===== config.mk =====
export PLATFORM = sky130hd
export DESIGN_NAME = commonlib_rrmuxn
export DESIGN_NICKNAME = d
export VERILOG_FILES = /design/src/rtl/commonlib_rrmuxn_pkg.sv /design/src/rtl/commonlib_muxn.sv /design/src/rtl/commonlib_rrgrant.sv /design/src/rtl/commonlib_rrmuxn.sv
export SDC_FILE = /design/constraint.sdc
export NUM_CORES = 1
export LEC_CHECK = 0
export ABC_AREA = 1
export CELL_PAD_IN_SITES_DETAIL_PLACEMENT = 0
export CELL_PAD_IN_SITES_GLOBAL_PLACEMENT = 2
export CORE_ASPECT_RATIO = 1.2
export CORE_MARGIN = 4
export CORE_UTILIZATION = 21
export CTS_BUF_LIST = sky130_fd_sc_hd__clkbuf_8
export DETAILED_ROUTE_END_ITERATION = 16
export GPL_TIMING_DRIVEN = 0
export PLACE_DENSITY_LB_ADDON = 0.2
export SETUP_SLACK_MARGIN = 0.02
export SLEW_MARGIN = 20
export SYNTH_ARGS = -nofsm -noshare
export SYNTH_HDL_FRONTEND = slang
export SYNTH_SLANG_ARGS = --single-unit

===== constraint.sdc =====
create_clock -name clk -period 6.8 [get_ports clk]
set_input_delay 1.36 -clock clk [delete_from_list [all_inputs] [get_ports clk]]
set_output_delay 1.36 -clock clk [all_outputs]
set_load 0.01 [all_outputs]

===== src/rtl/commonlib_rrmuxn_pkg.sv =====
// Shared helpers for the round-robin N-to-1 register mux: select-width
// derivation and modulo-N index increment.
package commonlib_rrmuxn_pkg;

   localparam int MAX_N = 16;

   // Select width of an N-way mux, never below one bit.
   function automatic int selw_f(input int n);
      if (n <= 32'sd2) begin
         return 32'sd1;
      end else begin
         return $clog2(n);
      end
   endfunction

   // Next requester index, wrapping at N rather than at a power of two.
   function automatic int mod_inc(input int v, input int n);
      if ((v + 32'sd1) >= n) begin
         return 32'sd0;
      end else begin
         return v + 32'sd1;
      end
   endfunction

endpackage


===== src/rtl/commonlib_muxn.sv =====
// Plain N-way data mux; out-of-range selects yield zero.
module commonlib_muxn #(
   parameter int N     = 5,
   parameter int width = 32,
   parameter int SELW  = 3
) (
   input  logic [SELW-1:0]  sel,
   input  logic [width-1:0] din [N-1:0],
   output logic [width-1:0] dout
);

   // AND-OR select keeps the mux free of dynamic array indexing.
   always_comb begin
      dout = '0;
      for (int i = 0; i < N; i++) begin
         dout = dout | ((sel == SELW'(i)) ? din[i] : '0);
      end
   end

endmodule


===== src/rtl/commonlib_rrgrant.sv =====
// Round-robin search: first valid index after ptr, wrapping modulo N.
module commonlib_rrgrant
   import commonlib_rrmuxn_pkg::*;
#(
   parameter int N    = 5,
   parameter int SELW = selw_f(N)
) (
   input  logic [N-1:0]    valid,
   input  logic [SELW-1:0] ptr,
   output logic [N-1:0]    grant,
   output logic [SELW-1:0] idx,
   output logic            any
);

   // Walk the N candidates in priority order; the first valid hit wins.
   always_comb begin
      int   cand;
      logic found;
      logic hit;
      grant = '0;
      idx   = '0;
      any   = |valid;
      found = 1'b0;
      hit   = 1'b0;
      cand  = int'(ptr);
      for (int k = 0; k < N; k++) begin
         cand = mod_inc(cand, N);
         for (int i = 0; i < N; i++) begin
            hit      = !found && (cand == i) && valid[i];
            grant[i] = grant[i] | hit;
            found    = found | hit;
         end
      end
      for (int i = 0; i < N; i++) begin
         idx = idx | (grant[i] ? SELW'(i) : '0);
      end
   end

endmodule


===== src/rtl/commonlib_rrmuxn.sv =====
// Round-robin N-to-1 arbiter feeding a single registered output slot
// with valid/ready handshakes on both sides.
module commonlib_rrmuxn
   import commonlib_rrmuxn_pkg::*;
#(
   parameter int N     = 5,
   parameter int width = 32,
   localparam int SELW = selw_f(N)
) (
   input  logic             clk,
   input  logic             arst,
   input  logic [N-1:0]     in_valid,
   input  logic [width-1:0] in_data [N-1:0],
   output logic [N-1:0]     in_ready,
   output logic             out_valid,
   input  logic             out_ready,
   output logic [width-1:0] out_data,
   output logic [SELW-1:0]  out_sel
);

   logic [SELW-1:0]  ptr_r;
   logic [N-1:0]     grant_s;
   logic [SELW-1:0]  gidx_s;
   logic             any_s;
   logic             load_s;
   logic [width-1:0] mux_s;

   commonlib_rrgrant #(.N(N), .SELW(SELW)) u_grant (
      .valid (in_valid),
      .ptr   (ptr_r),
      .grant (grant_s),
      .idx   (gidx_s),
      .any   (any_s)
   );

   commonlib_muxn #(.N(N), .width(width), .SELW(SELW)) u_mux (
      .sel  (gidx_s),
      .din  (in_data),
      .dout (mux_s)
   );

   // Accept when the slot is empty or draining; nobody is acked during reset.
   always_comb begin
      load_s = (!out_valid || out_ready) && any_s;
      if (arst) begin
         in_ready = '0;
      end else if (load_s) begin
         in_ready = grant_s;
      end else begin
         in_ready = '0;
      end
   end

   // Output slot and round-robin pointer; ptr moves only on an accept.
   always_ff @(posedge clk or posedge arst) begin
      if (arst) begin
         out_valid <= 1'b0;
         out_data  <= '0;
         out_sel   <= '0;
         ptr_r     <= SELW'(N - 1);
      end else if (load_s) begin
         out_valid <= 1'b1;
         out_data  <= mux_s;
         out_sel   <= gidx_s;
         ptr_r     <= gidx_s;
      end else if (out_valid && out_ready) begin
         out_valid <= 1'b0;
      end else begin
         out_valid <= out_valid;
      end
   end

endmodule


==> results of run 1 <==
worst max-delay path: cells and delay by family, from the launching register on:
family                   cells  cell delay (ps)
AND/OR/NAND/NOR             15             1740
buffers and inverters        7             1150
adder cells (fa/ha/maj)      3              690
AO/OA/AOI/OAI                3              570
flip-flops                   1              460
XOR/XNOR                     1               60
metal layers:
metal | part of all wire | wire, µm | global-route usage
met4 | 0.020 | 354 | 0.04653
met1 | 0.39 | 6952 | 0.2014
met3 | 0.065 | 1162 | 0.04629
met2 | 0.53 | 9467 | 0.3227
met5 | 0 | 0 | 0
sequential cells by signal, summed over array words and instances, names as in the netlist:
name,flops
ptr_r,1
out_data,32
out_valid,1
out_sel,3
metrics by stage:
stage | worst slack, ps | utilization | area (µm²)
floorplan | 1593 | - | 3741
global placement | 405.4 | 0.3483 | 6098
detailed placement | 381.8 | 0.3499 | 6126
CTS | 39.38 | 0.3566 | 6243
global route | 24.38 | 0.3600 | 6302
finish | 465.4 | 0.3600 | 6302
logic make-up (layout without fill, tap and decap cells):
group / Yosys count / after routing / synth area share
compound gates: 63 / 63 / 0.09231
xor+xnor: 1 / 1 / 0.002342
fa+ha+maj: 10 / 10 / 0.03344
buf+inv: 115 / 338 / 0.1421
flops: 37 / 37 / 0.2478
simple gates: 352 / 352 / 0.4819
power groups by stage:
stage	registers (mW)	clock network, mW	logic [mW]
after detailed placement	0.421	0	3.20
after global routing	0.434	0.224	3.58
after global placement	0.419	0	3.17
after floorplan	0.459	0	2.09
final	0.417	0.205	3.20
after CTS	0.421	0.214	3.21
final timing paths:
check / slack (ps) / end / cells after the start
worst max-delay path: 470 / in_ready[1] / 29
worst min-delay path: 540 / out_valid / 2
worst max register to register: 2210 / out_data[7] / 31
worst min register to register: 540 / out_valid / 2
max in group asynchronous: 4840 / ptr_r[2] / 3
min in group asynchronous: 1400 / out_data[22] / 2
layout make-up:
type / instances / area, µm² / area share
clock buffers: 6 / 82.58 / 0.01310
well taps: 220 / 275.3 / 0.04368
clock inverters: 2 / 33.78 / 0.005360
inverters: 86 / 322.8 / 0.05122
repair buffers: 215 / 2155 / 0.3419
plain buffers: 29 / 209.0 / 0.03315
flip-flops and latches: 37 / 929.6 / 0.1475
multi-input cells: 426 / 2295 / 0.3641
placed cells by master, fill, tap and decap left out, types with 5 or more instances in the layout:
master	n
clkdlybuf4s50_1	208
buf_2	8
buf_6	9
inv_2	7
buf_4	12
nand2_2	6
ha_1	9
o21ai_0	5
or2_2	32
nor2_2	5
clkbuf_8	6
nor2_1	16
dfrtp_1	34
nand2_1	170
a21oi_1	50
nand4_1	52
nand3_1	37
clkbuf_1	6
nor3_1	11
nand4_2	5
inv_1	80
what timing repair did:
action,4_1_cts,5_1_grt
endpoints found under the setup margin,1,3
gates resized for setup,1,5
setup buffers,0,6
pin swaps,0,2
==> reports/qor.yml, run 1 <==
yosysTopAreaCellShare: 0.2408
grt_usage: 0.1768
seqPwrFrac: 0.109
synth-async-reset-ratio: 1.000
yosysTopAreaCell: "dfrtp_1"
cp-start-kind: "register"
slew_viol_final: 0
p_switching_mw: 2.112
path_common_cell: "inv_1"
synth_common_cells: "nand2_1, inv_1, nand4_1"
status: "finished clean"
yosysMostFrequentCell: "nand2_1"
die_h_um: 154.2
yosys.cell_types.count: 34
worstSkewPairLatency_ps: 300
finalHoldViolCount: 0
avgRoutedWirePerCell_um: 17.57
cp.arrival_ps: 4970
place_inst: 1007
antenna_left: 0
relSlewSlack: 0.5979
cts.clk_slew.worst_paths_ps: 80
dr.pass1.iters: 6
drt_iter0_drc: 142
slowest_stage: "clkdlybuf4s50_1"
cts_buffers: 5
synth_seq_cells: 37
root_buffer: "clkbuf_8"
start_util: 0.2137
num_rows: 53
skew_ps: 11.87
grt_pass1_wl_um: 27210
internal_power_mw: 1.710
r2r_start: "out_sel[1]"
synth_ff_type: "dfrtp_1"
synth.avg_cell_area_um2: 6.472
final-setup-viol-count: 0
grt_max_degree: 21
p_per_area_nw_per_um2: 606.5
p_leak_nw: 2.861
crit_type: "reg2out"
drt_wl_total_um: 17940
n_fill_cell: 1943
combPwrFrac: 0.837
syn_area_um2: 3741
io_buffers: 208
grt_pass1_vias: 4808
coreArea_um2: 17510
peakVddDrop_v: 0.0001930
grt_overflow_total: 0
max_stage_delay_ps: 560
power_frac_clock: 0.054
synth_fp_nets: 756
n_antenna_cell: 0
globalplace.congestion: 0.8720
antenna_found_initial: 0
timing.fmax_mhz: 157.9
switching_share: 0.5526
cts_tree: "done"
startpoint: "out_sel[1]"
netlist_instances: 578
finalCritPeriodShare: 0.9316
yosysWarningCount: 0
period_needed_ps: 6335
setup_tns_ps: 0
worst_pin_slew_ps: 603.1
hold_path.class: "reg2reg"
die-width_um: 129.8
synth.area.top_cells: "dfrtp_1, nand2_1, nand4_1"
rsz0062_at_grt: "no"
finalNonFillerCells: 1021
synth-edff-count: 0
io_pins: 209
drive_gt1_frac: 0.1373
clock_path_buffers: 2
drc: 0
numClockSinks: 37
nNetsFinal: 978
htree_levels: 2
maxCapViolations: 0
vias_per_cell: 4.502
whs_ps: 537.4
dpl.hpwl_um: 14980
holdCritStartpoint: "out_valid"
endpoint_kind: "output pin"
worstPathMaxFanout: 10
required_ps: 5440
num_vias: 4597
area_growth_pct: 68.46
cts_hold_buf: 0
synth_seq_area_share: 0.2478
dieArea_um2: 20020
total_power_mw: 3.822
Note: power is estimated with default switching activity, not from simulation.
==> inputs of run 2 (changes only) <==
--- a/config.mk
+++ b/config.mk
@@ -13,6 +13,7 @@
 export CORE_UTILIZATION = 21
 export CTS_BUF_LIST = sky130_fd_sc_hd__clkbuf_8
 export DETAILED_ROUTE_END_ITERATION = 16
+export GPL_ROUTABILITY_DRIVEN = 0
 export GPL_TIMING_DRIVEN = 0
 export PLACE_DENSITY_LB_ADDON = 0.2
 export SETUP_SLACK_MARGIN = 0.02
==> results of run 2 <==
No change in the layout: final DEF, timing and power equal those of run 1.
==> inputs of run 3 (changes only) <==
--- a/config.mk
+++ b/config.mk
@@ -15,6 +15,7 @@
 export DETAILED_ROUTE_END_ITERATION = 16
 export GPL_ROUTABILITY_DRIVEN = 0
 export GPL_TIMING_DRIVEN = 0
+export MAX_ROUTING_LAYER = met4
 export PLACE_DENSITY_LB_ADDON = 0.2
 export SETUP_SLACK_MARGIN = 0.02
 export SLEW_MARGIN = 20
==> run 3 against run 2 <==
  * Sequential share of layout area unchanged
  * Highest routed layer unchanged
  * Register-to-register slack about the same
  * Total power rose by 0.14%
  * Largest cell class unchanged
==> reports/qor.yml, run 3 (synthesis results as in run 1) <==
die-width_um: 129.8  # unchanged
p_switching_mw: 2.118  # +0.26%
root_buffer: "clkbuf_8"
whs_ps: 537.9  # +0.5440 ps
numClockSinks: 37  # unchanged
worstSkewPairLatency_ps: 300  # about the same
period_needed_ps: 6336  # +0.9790 ps
dieArea_um2: 20020  # unchanged
worstPathMaxFanout: 10  # unchanged
io_buffers: 208  # unchanged
skew_ps: 9.709  # -2.161 ps
dr.max_layer_used: "met4"
status: "finished clean"
rsz0062_at_grt: "no"
p_leak_nw: 2.861  # unchanged
top_register: "out_data"
timing.fmax_mhz: 157.8  # about the same
drt_iter0_drc: 160  # +13%
nNetsFinal: 978  # unchanged
relSlewSlack: 0.5966  # -0.001278
area_growth_pct: 68.46  # unchanged
finalCritPeriodShare: 0.9317  # about the same
p_per_area_nw_per_um2: 607.4  # +0.14%
drt_wl_total_um: 17920  # -0.12%
reg_top3: "out_data (32), out_sel (3)"
internal_power_mw: 1.710  # unchanged
num_rows: 53  # unchanged
cts_tree: "done"
switching_share: 0.5532  # +0.0006370
fin_ws_ps: 464.4  # -0.9790 ps
r2r_slack_ps: 2220  # about the same
drive_gt1_frac: 0.1373  # unchanged
peakVddDrop_v: 0.0001963  # +1.7%
cp-start-kind: "register"
avgRoutedWirePerCell_um: 17.55  # -0.12%
dr_wl_met2_um: 9469  # about the same
grt_max_degree: 21  # unchanged
layout_commonest_cell: "clkdlybuf4s50_1"
slew_viol_final: 0  # unchanged
worst_pin_slew_ps: 605.1  # +1.917 ps
crit_type: "reg2out"
start_util: 0.2137  # unchanged
hold_path.class: "reg2reg"
timing.rr.end: "out_data[7]"
setup_tns_ps: 0  # unchanged
die_h_um: 154.2  # unchanged
final-setup-viol-count: 0  # unchanged
grt_usage: 0.1818  # +0.005045
antenna_found_initial: 0  # unchanged
dpl.hpwl_um: 14980  # unchanged
path_common_cell: "inv_1"
hold_path_depth: 2  # unchanged
reg2reg_depth: 31  # unchanged
num_vias: 4615  # +0.39%
holdCritStartpoint: "out_valid"
place_ws_ps: 381.8  # unchanged
cts.clk_slew.worst_paths_ps: 80  # about the same
wl_met3_um: 1088  # -6.4%
drt-met1-wl_um: 7018  # +0.95%
power_frac_clock: 0.054  # about the same
cts_hold_buf: 0  # unchanged
largest_register_ffs: 32  # unchanged
maxCapViolations: 0  # unchanged
antenna_left: 0  # unchanged
grt_pass1_vias: 4837  # +0.60%
coreArea_um2: 17510  # unchanged
n_antenna_cell: 0  # unchanged
grt_overflow_total: 0  # unchanged
seqPwrFrac: 0.109  # about the same
clock_path_buffers: 2  # unchanged
min_to: "out_valid"
htree_levels: 2  # unchanged
slowest_stage: "clkdlybuf4s50_1"
r2r_start: "out_sel[1]"
layout_common_cells: "clkdlybuf4s50_1, nand2_1, inv_1, nand4_1, a21oi_1"
grt_pass1_wl_um: 27090  # -0.43%
endpoint_kind: "output pin"
vias_per_cell: 4.520  # +0.39%
dr.pass1.iters: 4  # -2
max_stage_delay_ps: 560  # about the same
io_pins: 209  # unchanged
required_ps: 5440  # about the same
combPwrFrac: 0.837  # about the same
drc: 0  # unchanged
finalHoldViolCount: 0  # unchanged
cp.arrival_ps: 4980  # about the same
cts_buffers: 5  # unchanged
run 3: cell counts in the layout (fill, tap and decap cells not counted):
Identical to the previous run, type by type.
run 3: through the flow:
step                instances    util  cell area (µm²)  power, mW
global placement         1006  0.3483             6098      3.593
global route             1021  0.3600             6302      4.238
finish                   1021  0.3600             6302      3.828
floorplan                 578       -             3741      2.546
CTS                      1015  0.3566             6243      3.842
detailed placement       1007  0.3499             6126      3.618
run 3: power groups by stage:
stage          sequential [mW]  combinational (mW)  clock (mW)
5_1_grt                  0.433                3.58       0.224
2_1_floorplan            0.459                2.09           0
3_5_place_dp             0.421                3.20           0
6_report                 0.417                3.20       0.206
3_3_place_gp             0.419                3.17           0
4_1_cts                  0.421                3.21       0.214
run 3: layout make-up:
type,count,area [µm²]
Sequential cell,37,929.6
Clock buffer,6,82.58
Fill cell,1943,11200
Tap cell,220,275.3
Multi-Input combinational cell,426,2295
Clock inverter,2,33.78
Buffer,29,209.0
Inverter,86,322.8
Timing Repair Buffer,215,2155
run 3: critical path, delay by kind of cell, from the launching register on:
family / cells / cell delay, ps
AOI/OAI and AO/OA: 3 / 560
xor gates and xnor gates: 1 / 70
adders and majority gates: 3 / 690
buffers and inverters: 7 / 1150
DFF: 1 / 460
and+or+nand+nor: 15 / 1740
run 3: how the worst max path moves through the flow:
stage	start	endpoint	slack, ps	depth (start not counted)
floorplan	out_sel[0]	in_ready[4]	1590	28
global placement	out_sel[0]	in_ready[1]	410	30
detailed placement	out_sel[0]	in_ready[1]	380	30
CTS	out_sel[1]	in_ready[1]	40	30
global route	out_sel[0]	in_ready[1]	20	29
finish	out_sel[1]	in_ready[1]	460	29
run 3: timing repair:
action	CTS	global route
setup endpoints to repair	1	3
gates resized for setup	1	5
pin swaps	0	2
buffers inserted	0	6
run 3: routing by layer:
layer  GRT usage  vias to the layer above
met2      0.3227                      144
met5           -                        -
met3     0.04076                       21
met4     0.04653                        0
met1      0.2048                     2123
li1            -                     2327
